`config.mk`:
```
export PLATFORM = sky130hd
export DESIGN_NAME = truth_table_capture
export DESIGN_NICKNAME = d
export VERILOG_FILES = /design/src/rtl/truth_table_capture.sv
export SDC_FILE = /design/constraint.sdc
export NUM_CORES = 1
export LEC_CHECK = 0
export ABC_AREA = 1
export CELL_PAD_IN_SITES_DETAIL_PLACEMENT = 1
export CELL_PAD_IN_SITES_GLOBAL_PLACEMENT = 1
export CORE_ASPECT_RATIO = 1.4
export CORE_MARGIN = 2
export CORE_UTILIZATION = 37
export DETAILED_ROUTE_END_ITERATION = 8
export PLACE_DENSITY_LB_ADDON = 0.08
export SYNTH_ARGS = -nofsm -noshare
export SYNTH_HDL_FRONTEND = slang
export SYNTH_SLANG_ARGS = --single-unit
```
`constraint.sdc`:
```
create_clock -name clk -period 3.4 [get_ports clk]
set_input_delay 0.68 -clock clk [delete_from_list [all_inputs] [get_ports clk]]
set_output_delay 0.68 -clock clk [all_outputs]
set_load 0.1 [all_outputs]
```
`src/rtl/truth_table_capture.sv`:
```
// truth_table_capture: steps a function-under-test through every input row and captures its minterm mask, popcount and match flag
module truth_table_capture #(
  parameter int NVARS = 3,
  parameter int SETTLE = 1,
  localparam int ROWS = 2**NVARS
) (
  input  logic             clk,
  input  logic             rst,
  input  logic             start,
  input  logic             f,
  input  logic [ROWS-1:0]  expected,
  output logic [NVARS-1:0] xyz,
  output logic             busy,
  output logic             done,
  output logic [ROWS-1:0]  mask,
  output logic [NVARS:0]   ones,
  output logic             match
);
  typedef enum logic [1:0] {S_IDLE, S_WAIT, S_DONE} state_t;
  state_t state_q, state_d;
  logic [NVARS-1:0] row_q, row_d;
  logic [3:0] cnt_q, cnt_d;
  logic [ROWS-1:0] shadow_q, shadow_d, exp_q, exp_d, mask_q, mask_d, sampled;
  logic [NVARS:0] ones_q, ones_d, pop;
  logic busy_q, busy_d, done_q, done_d, match_q, match_d;
  logic last_tick, last_row;
  always_comb begin
    sampled = shadow_q;
    sampled[row_q] = f;
    pop = '0;
    for (int i = 0; i < ROWS; i++) pop = pop + {{NVARS{1'b0}}, sampled[i]};
    last_tick = cnt_q == 4'(SETTLE - 1);
    last_row = row_q == NVARS'(ROWS - 1);
    state_d = state_q;
    row_d = row_q;
    cnt_d = cnt_q;
    shadow_d = shadow_q;
    exp_d = exp_q;
    mask_d = mask_q;
    ones_d = ones_q;
    match_d = match_q;
    busy_d = busy_q;
    done_d = 1'b0;
    case (state_q)
      S_IDLE: if (start) begin
        state_d = S_WAIT;
        row_d = '0;
        cnt_d = '0;
        shadow_d = '0;
        exp_d = expected;
        busy_d = 1'b1;
      end
      S_WAIT: begin
        cnt_d = last_tick ? '0 : cnt_q + 4'd1;
        shadow_d = last_tick ? sampled : shadow_q;
        if (last_tick && last_row) begin
          state_d = S_DONE;
          row_d = '0;
          mask_d = sampled;
          ones_d = pop;
          match_d = sampled == exp_q;
          busy_d = 1'b0;
          done_d = 1'b1;
        end else if (last_tick) row_d = row_q + NVARS'(1);
      end
      default: state_d = S_IDLE;
    endcase
  end
  always_ff @(posedge clk or posedge rst) begin
    if (rst) begin
      state_q <= S_IDLE;
      row_q <= '0;
      cnt_q <= '0;
      shadow_q <= '0;
      exp_q <= '0;
      mask_q <= '0;
      ones_q <= '0;
      match_q <= 1'b0;
      busy_q <= 1'b0;
      done_q <= 1'b0;
    end else begin
      state_q <= state_d;
      row_q <= row_d;
      cnt_q <= cnt_d;
      shadow_q <= shadow_d;
      exp_q <= exp_d;
      mask_q <= mask_d;
      ones_q <= ones_d;
      match_q <= match_d;
      busy_q <= busy_d;
      done_q <= done_d;
    end
  end
  assign xyz = row_q;
  assign busy = busy_q;
  assign done = done_q;
  assign mask = mask_q;
  assign ones = ones_q;
  assign match = match_q;
endmodule

```
* Word-level counts from Yosys, hierarchy flattened
Index checks and enable logic that the tools add are counted.
** Word-level totals
- Bits of input ports :: 12
- Logic and storage cells :: 61
- Output and inout port bits :: 18
- Register bits :: 40
** Operators by class
- Equal/unequal tests :: 7
- Magnitude comparators :: 2
- Multiplexer cells :: 21
- Reductions and logical operators :: 12
- $add $sub $neg :: 9
** Operators with widths (number)
- $add 4x1->4 :: 4
- $mux 8 :: 2
- $pmux 8 s2 :: 1
- $mux 3 :: 3
- $reduce_and 3->1 :: 3
- $bwmux 8 :: 1
- $eq 8x8->1 :: 1
- $mux 4 :: 2
- $pmux 4 s2 :: 1
- $reduce_and 2->1 :: 4
- $ne 2x2->1 const B :: 3
- $pmux 3 s2 :: 1
- $mux 1 :: 5
- $add 3x1->4 :: 1
- $add 4x1->4 const B :: 1
- $logic_not 4->1 :: 1
- $lt 3x4->1 const B :: 1
- $mux 2 :: 2
- $pmux 2 s2 :: 1
- $add 2x1->3 :: 1
- $add 3x1->3 const B :: 1
- $demux 1 s3 :: 1
- $eq 3x3->1 const B :: 1
- $ge 3x1->1 const B :: 1
- other kinds (7) :: 8

* Depth between registers and ports, before layout
Gate-level depths: netlist (run 1).
- Word-level depth :: 12
- Gate-level depth with buffers :: 15

* Worst setup path after synthesis (run 1)
No wires, ideal clock.
- Kind :: register to register
- Start point :: register row_q[2] (netlist: xyz[2])
- End point :: register ones_q[2] (netlist: ones[2])
- Buffers on the path :: 1
- Stages on the path, launching flop included :: 16
- Arrival time :: 3750 ps
- Clock period less this slack :: 3833 ps
- Path slack :: -433 ps
- Cell sequence :: dfrtp_1 -> buf_6 -> nor2_8 -> nand2_1 -> nand2_1 -> nand2_1 -> inv_1 -> fa_1 -> fa_1 -> fa_1 -> inv_1 -> ha_1 -> inv_1 -> fa_1 -> xor2_1 -> o21ai_0
** On the way
- Word-level cells in the longest chain between the ends :: 12
- Elaborated cells between the ends (all ways) :: 16
- Classes of those cells :: 7 x add/sub; 2 x order compare; 1 x eq/ne; 3 x mux; 3 x reduce/logical
** RTL lines
- start: declaration :: RTL line 21 : logic [NVARS-1:0] row_q, row_d;
- start signal: assignment :: RTL line 83 : row_q <= row_d;
- $lt 3x4->1 (not written as such) / $ge 3x1->1 (equally long branches) :: RTL line 29 : sampled[row_q] = f;
- $logic_and 1x1->1 (not written as such) :: RTL line 29
- $mux 1 (not written as such) :: RTL line 29
- $demux 1 s3 :: RTL line 29
- $bwmux 8 :: RTL line 29
- $add 1x1->2 :: RTL line 31 : for (int i = 0; i < ROWS; i++) pop = pop + {{NVARS{1'b0}}, sampled[i]};
- $add 2x1->3 :: RTL line 31
- $add 3x1->4 :: RTL line 31
- $add 4x1->4 (4 in a row) :: RTL line 31
- end signal: assignment :: RTL line 88 : ones_q <= ones_d;
- end: declaration :: RTL line 24 : logic [NVARS:0] ones_q, ones_d, pop;
Parallel ways exist; a longest one is shown, timed or not.
A chain may end at the register's enable or synchronous reset.

* Worst setup path after layout (run 1)
Ends and elaborated chain as after synthesis.

==> results.sh, run 1 <==
export IMPL_core_um2=5570
export IMPL_drive_gt1_share_pct=25.6
export IMPL_syn_to_final_growth_pct=27.6
export IMPL_first_global_vias=1968
export IMPL_dp_hpwl_um=4510
export IMPL_crit_required_ns=3.62
export IMPL_hold_worst_slack_ns=0.485
export IMPL_syn_area_um2=2160
export IMPL_drv_cap=0
export IMPL_cp_start_kind="flop"
export IMPL_hp_class="reg -> reg"
export IMPL_htreeDepth=2
export IMPL_rows=32
export IMPL_antenna_cells_inserted=0
export IMPL_ys_seq_elements=40
export IMPL_fin_util_pct=49.4
export IMPL_seqCellArea_um2=1010
export IMPL_place_congestion=0.824
export IMPL_overflow=0
export IMPL_drc=0
export IMPL_final_hold_viol_count=0
export IMPL_final_period_utilization_pct=97.4
export IMPL_num_vias=1842
export IMPL_yosysWarnings=0
export IMPL_die_height_um=94.3
export IMPL_cp_max_fo=5
export IMPL_synth_top_area_share_pct=46.4
export IMPL_wirelength_um=5730
export IMPL_fin_worst_skew_ns=0.0105
export IMPL_end_kind="flop"
export IMPL_worst_path_buf_inv=2
export IMPL_final_instance_count_excl_fill=369
export IMPL_synth_edff_count=0
export IMPL_rsz0062_at_grt="yes"
export IMPL_cts_tree="built"
export IMPL_worst_path_max_delay_cell="fa_1"
export IMPL_start_util_pct=38.8
export IMPL_dp_cells=357
export IMPL_status="completed"
export IMPL_multi_input_area_um2=997
export IMPL_async_flop_share_pct=100
export IMPL_yosysUniqueCellTypes=29
export IMPL_synth_ff_type="dfrtp_1"
export IMPL_numCtsBuffers=5
export IMPL_synth_most_common_cell="nand2_1"
export IMPL_worstPathCellList="nor2_8, nand2_2, nand2_2, nand2_2, fa_1, fa_1, fa_1, inv_2, ha_4, inv_2, fa_2, xor2_1, o21ai_1"
export IMPL_drtIter0Drc=67
export IMPL_antenna_left=0
export IMPL_finalMaxSlewViolations=0
export IMPL_vias_per_cell=4.99
export IMPL_track_usage_pct=20.4
export IMPL_syn_nets=271
export IMPL_fmax_mhz=302
export IMPL_port_buffers=29
export IMPL_die_area_um2=6470
export IMPL_root_buffer="clkbuf_8"
export IMPL_slowest_delay_ns=0.57
export IMPL_fillCellCount=672
export IMPL_routedWlPerCell_um=15.5
export IMPL_cts_max_path_buffers=2
export IMPL_cts_hold_buffers=0
export IMPL_nets=323
export IMPL_synthCells=248
export IMPL_synth_area_leaders="dfrtp_1 (46%), nand2_1 (14%), inv_1 (4.7%)"
export IMPL_yosysTopAreaCell="dfrtp_1"
export IMPL_clkLatencyLatePin_ns=0.29
export IMPL_grt_pass1_wl_um=9600
export IMPL_cp_top_family="adder cells"
export IMPL_drt_pass1_iterations=4
export IMPL_max_slew_margin_pct=35.1
export IMPL_cts_sinks=40
export IMPL_grt_max_degree=27
export IMPL_clkTransAtPathRegs_ns=0.08
export IMPL_synthTopCellsByCount="nand2_1 (78), dfrtp_1 (40), inv_1 (27)"
export IMPL_io_pins=30
export IMPL_path_class="reg -> reg"
export IMPL_cp_data_arrival_time_ns=3.54
export IMPL_period_needed_ns=3.31
export IMPL_antenna_found_initial=0
export IMPL_avgSynthCellArea_um2=8.70
export IMPL_die_x_um=68.5
export IMPL_worst_pin_slew_ns=0.971
export IMPL_synth_seq_area_share_pct=46.4
export IMPL_finalSetupViolations=0
-- what timing repair did --
item | in CTS | in global routing
pin swaps | 3 | 4
endpoints found under the hold margin | 0 | 0
setup endpoints to repair | 2 | 2
resized for setup | 9 | 5
setup buffers | 1 | 3
-- worst paths after layout --
kind                            startpoint        to  slack (ns)  cells after the start
worst max-delay path                xyz[2]   ones[2]        0.09                     13
max in group asynchronous              rst  exp_q[7]        1.95                      3
worst max register to register      xyz[2]   ones[2]        0.09                     13
worst min register to register     mask[2]   mask[2]        0.48                      2
worst min-delay path               mask[2]   mask[2]        0.48                      2
min in group asynchronous              rst   mask[5]        0.73                      2
-- layer usage --
| layer | part of all wire (%) | GRT usage [%] | up-vias | routed length [um] |
|---|---|---|---|---|
| met5 | 0 | 0 | - | 0 |
| met4 | 2.1 | 8.33 | 0 | 123 |
| met3 | 2.7 | 2.38 | 8 | 154 |
| met2 | 54 | 35.3 | 28 | 3100 |
| met1 | 41 | 25.0 | 906 | 2350 |
| li1 | - | - | 900 | - |
-- cell type report --
class / count / share of cell area, %
repair buffers: 52 / 15.8
well taps: 68 / 3.09
clock inverters: 3 / 0.682
flip-flops and latches: 40 / 36.8
inverters: 34 / 4.91
multi-input cells: 167 / 36.2
clock buffers: 5 / 2.50
-- per-stage QoR --
stage	setup TNS [ns]	area [um2]	setup WS, ns
2_1_floorplan	-0.108	2180	-0.0781
3_3_place_gp	-1.61	2610	-0.591
3_5_place_dp	-1.69	2610	-0.630
4_1_cts	0	2710	0.0331
5_1_grt	-0.0352	2750	-0.0352
6_report	0	2750	0.0888
-- cells in the final DEF, fill, tap and decap left out, types with 3 or more instances in the layout --
| master | count |
|---|---|
| ha_1 | 6 |
| nand2_1 | 73 |
| nor2_1 | 3 |
| inv_2 | 9 |
| nand2_2 | 7 |
| o21ai_0 | 14 |
| fa_1 | 3 |
| o22ai_1 | 5 |
| nand3b_1 | 4 |
| dfrtp_1 | 37 |
| nor2_4 | 4 |
| nand3_1 | 17 |
| nand4_1 | 6 |
| inv_1 | 24 |
| o21ai_1 | 9 |
| buf_4 | 35 |
| clkbuf_8 | 5 |
| dfrtp_4 | 3 |
| clkdlybuf4s50_1 | 16 |
-- sequential cells by signal, summed over array words and instances, names as in the netlist --
name      flops
busy          1
cnt_q         4
done          1
exp_q         8
mask          8
match         1
ones          4
shadow_q      8
state_q       2
xyz           3
-- worst register-to-register path: cells and delay by family, from the launching register on --
kind	cells	cell delay (ns)
fa+ha+maj	5	1.93
flops	1	0.53
simple gates	4	0.40
xor+xnor	1	0.15
compound gates	1	0.13
buf+inv	2	0.11
-- kinds of logic after synthesis --
kind of cell | Yosys count | synth area share [%]
DFF | 40 | 46.4
xor gates and xnor gates | 3 | 1.22
AOI/OAI and AO/OA | 33 | 8.76
and+or+nand+nor | 120 | 27.0
buffers and inverters | 41 | 8.87
adders and majority gates | 11 | 7.77
Power of run 1 is not shown: default switching activity piles up to over one toggle a cycle in this logic, so the estimate is an artifact.
==> inputs of run 2 (changes only) <==
- CAP_MARGIN: default -> 15
- CELL_PAD_IN_SITES_DETAIL_PLACEMENT: 1 -> 0
- CORE_UTILIZATION: 37 -> 41
- clock period: 3.4 -> 3.2 ns (I/O delays scaled with it)
==> results.sh, run 2 (synthesis gave the netlist of run 1 again) <==
export IMPL_grt_pass1_wl_um=8550
export IMPL_finalMaxSlewViolations=0
export IMPL_timing_reg2reg_setup_slack_ns=-0.09
export IMPL_port_buffers=29
export IMPL_status="finished, violations left"
export IMPL_final_instance_count_excl_fill=373
export IMPL_syn_to_final_growth_pct=28.9
export IMPL_hp_class="reg -> reg"
export IMPL_drv_cap=0
export IMPL_clkLatencyLatePin_ns=0.29
export IMPL_grt_max_degree=20
export IMPL_io_pins=30
export IMPL_finalSetupViolations=3
export IMPL_end_kind="flop"
export IMPL_antenna_left=0
export IMPL_htreeDepth=2
export IMPL_rsz0062_at_grt="yes"
export IMPL_numCtsBuffers=5
export IMPL_max_slew_margin_pct=51.2
export IMPL_start_util_pct=42.1
export IMPL_die_x_um=65.3
export IMPL_dp_hpwl_um=3850
export IMPL_vias_per_cell=4.75
export IMPL_startpoint="xyz[1]"
export IMPL_worstReg2RegStart="xyz[1]"
export IMPL_final_period_utilization_pct=103
export IMPL_track_usage_pct=19.0
export IMPL_final_common_cell="nand2_1"
export IMPL_design_area_um2=2780
export IMPL_routedWlPerCell_um=13.3
export IMPL_drtIter0Drc=44
export IMPL_die_height_um=89.8
export IMPL_wirelength_um=4950
export IMPL_die_area_um2=5870
export IMPL_crit_required_ns=3.38
export IMPL_cp_data_arrival_time_ns=3.47
export IMPL_hold_start="busy"
export IMPL_place_congestion=0.819
export IMPL_rows=31
export IMPL_setup_ws_ns=-0.0872
export IMPL_root_buffer="clkbuf_8"
export IMPL_cts_hold_buffers=0
export IMPL_place_ws_ns=-0.806
export IMPL_fin_util_pct=54.3
export IMPL_path_class="reg -> reg"
export IMPL_drc=0
export IMPL_overflow=0
export IMPL_antenna_cells_inserted=0
export IMPL_dp_cells=361
export IMPL_fin_worst_skew_ns=0.00712
export IMPL_clkTransAtPathRegs_ns=0.08
export IMPL_final_cell_mix="nand2_1 (74), buf_4 (46), dfrtp_1 (37)"
export IMPL_drt_pass1_iterations=4
export IMPL_cp_start_kind="flop"
export IMPL_nets=329
export IMPL_fmax_mhz=304
export IMPL_drive_gt1_share_pct=28.7
export IMPL_cp_max_fo=6
export IMPL_cts_sinks=40
export IMPL_core_um2=5120
export IMPL_period_needed_ns=3.29
export IMPL_num_vias=1772
export IMPL_cts_max_path_buffers=2
export IMPL_worst_pin_slew_ns=0.732
export IMPL_placed_area_um2=2630
export IMPL_cts_tree="built"
export IMPL_failed_checks="setup timing"
export IMPL_antenna_found_initial=0
export IMPL_first_global_vias=1786
export IMPL_final_hold_viol_count=0
[run 2: repair_timing]
item / in CTS / in global routing
buffers inserted: 3 / 1
pin swaps: 2 / 2
gates cloned: 0 / 0
gates resized for setup: 11 / 6
endpoints found under the setup margin: 4 / 3
[run 2: area by class of cell]
type                    count  area (um2)
clock inverters             1        5.00
well taps                  66        82.6
inverters                  34         138
flip-flops and latches     40        1010
clock buffers               7        76.3
repair buffers             58         468
fillers                   523        2340
multi-input cells         167         998
[run 2: through the flow]
step,hold slack [ns],TNS (ns)
finish,0.483,-0.191
global route,0.513,-0.504
CTS,0.490,-0.219
detailed placement,0.470,-2.42
global placement,0.462,-2.23
floorplan,0.455,-0.508
[run 2: worst paths after layout]
kind | end | cells after the start
max in group asynchronous | exp_q[6] | 3
min in group asynchronous | shadow_q[0] | 2
worst max register to register | ones[1] | 12
worst min-delay path | busy | 2
worst max-delay path | ones[1] | 12
worst min register to register | busy | 2
[run 2: critical path, stage by stage, from the launching register on]
cell	delay, ns
dfrtp_4	0.53
nor2_8	0.17
nand3_2	0.08
nand2_1	0.08
inv_2	0.05
fa_1	0.55
fa_1	0.44
fa_1	0.46
inv_2	0.08
ha_4	0.14
inv_2	0.04
fa_2	0.50
o21ai_1	0.06
[run 2: metal layers]
metal,vias up,GRT usage [%],wire length (um)
met4,0,5.21,68
met1,832,25.3,2230
met2,24,31.3,2530
li1,910,-,-
met3,6,3.38,112
met5,-,0,0
Power of run 2 is left out for the same reason.
==> inputs of run 3 (changes only) <==
- HOLD_SLACK_MARGIN: default -> 0.15
==> results of run 3 <==
Final layout, timing and power as in run 2 (identical DEF).
Power of run 3 is left out for the same reason.
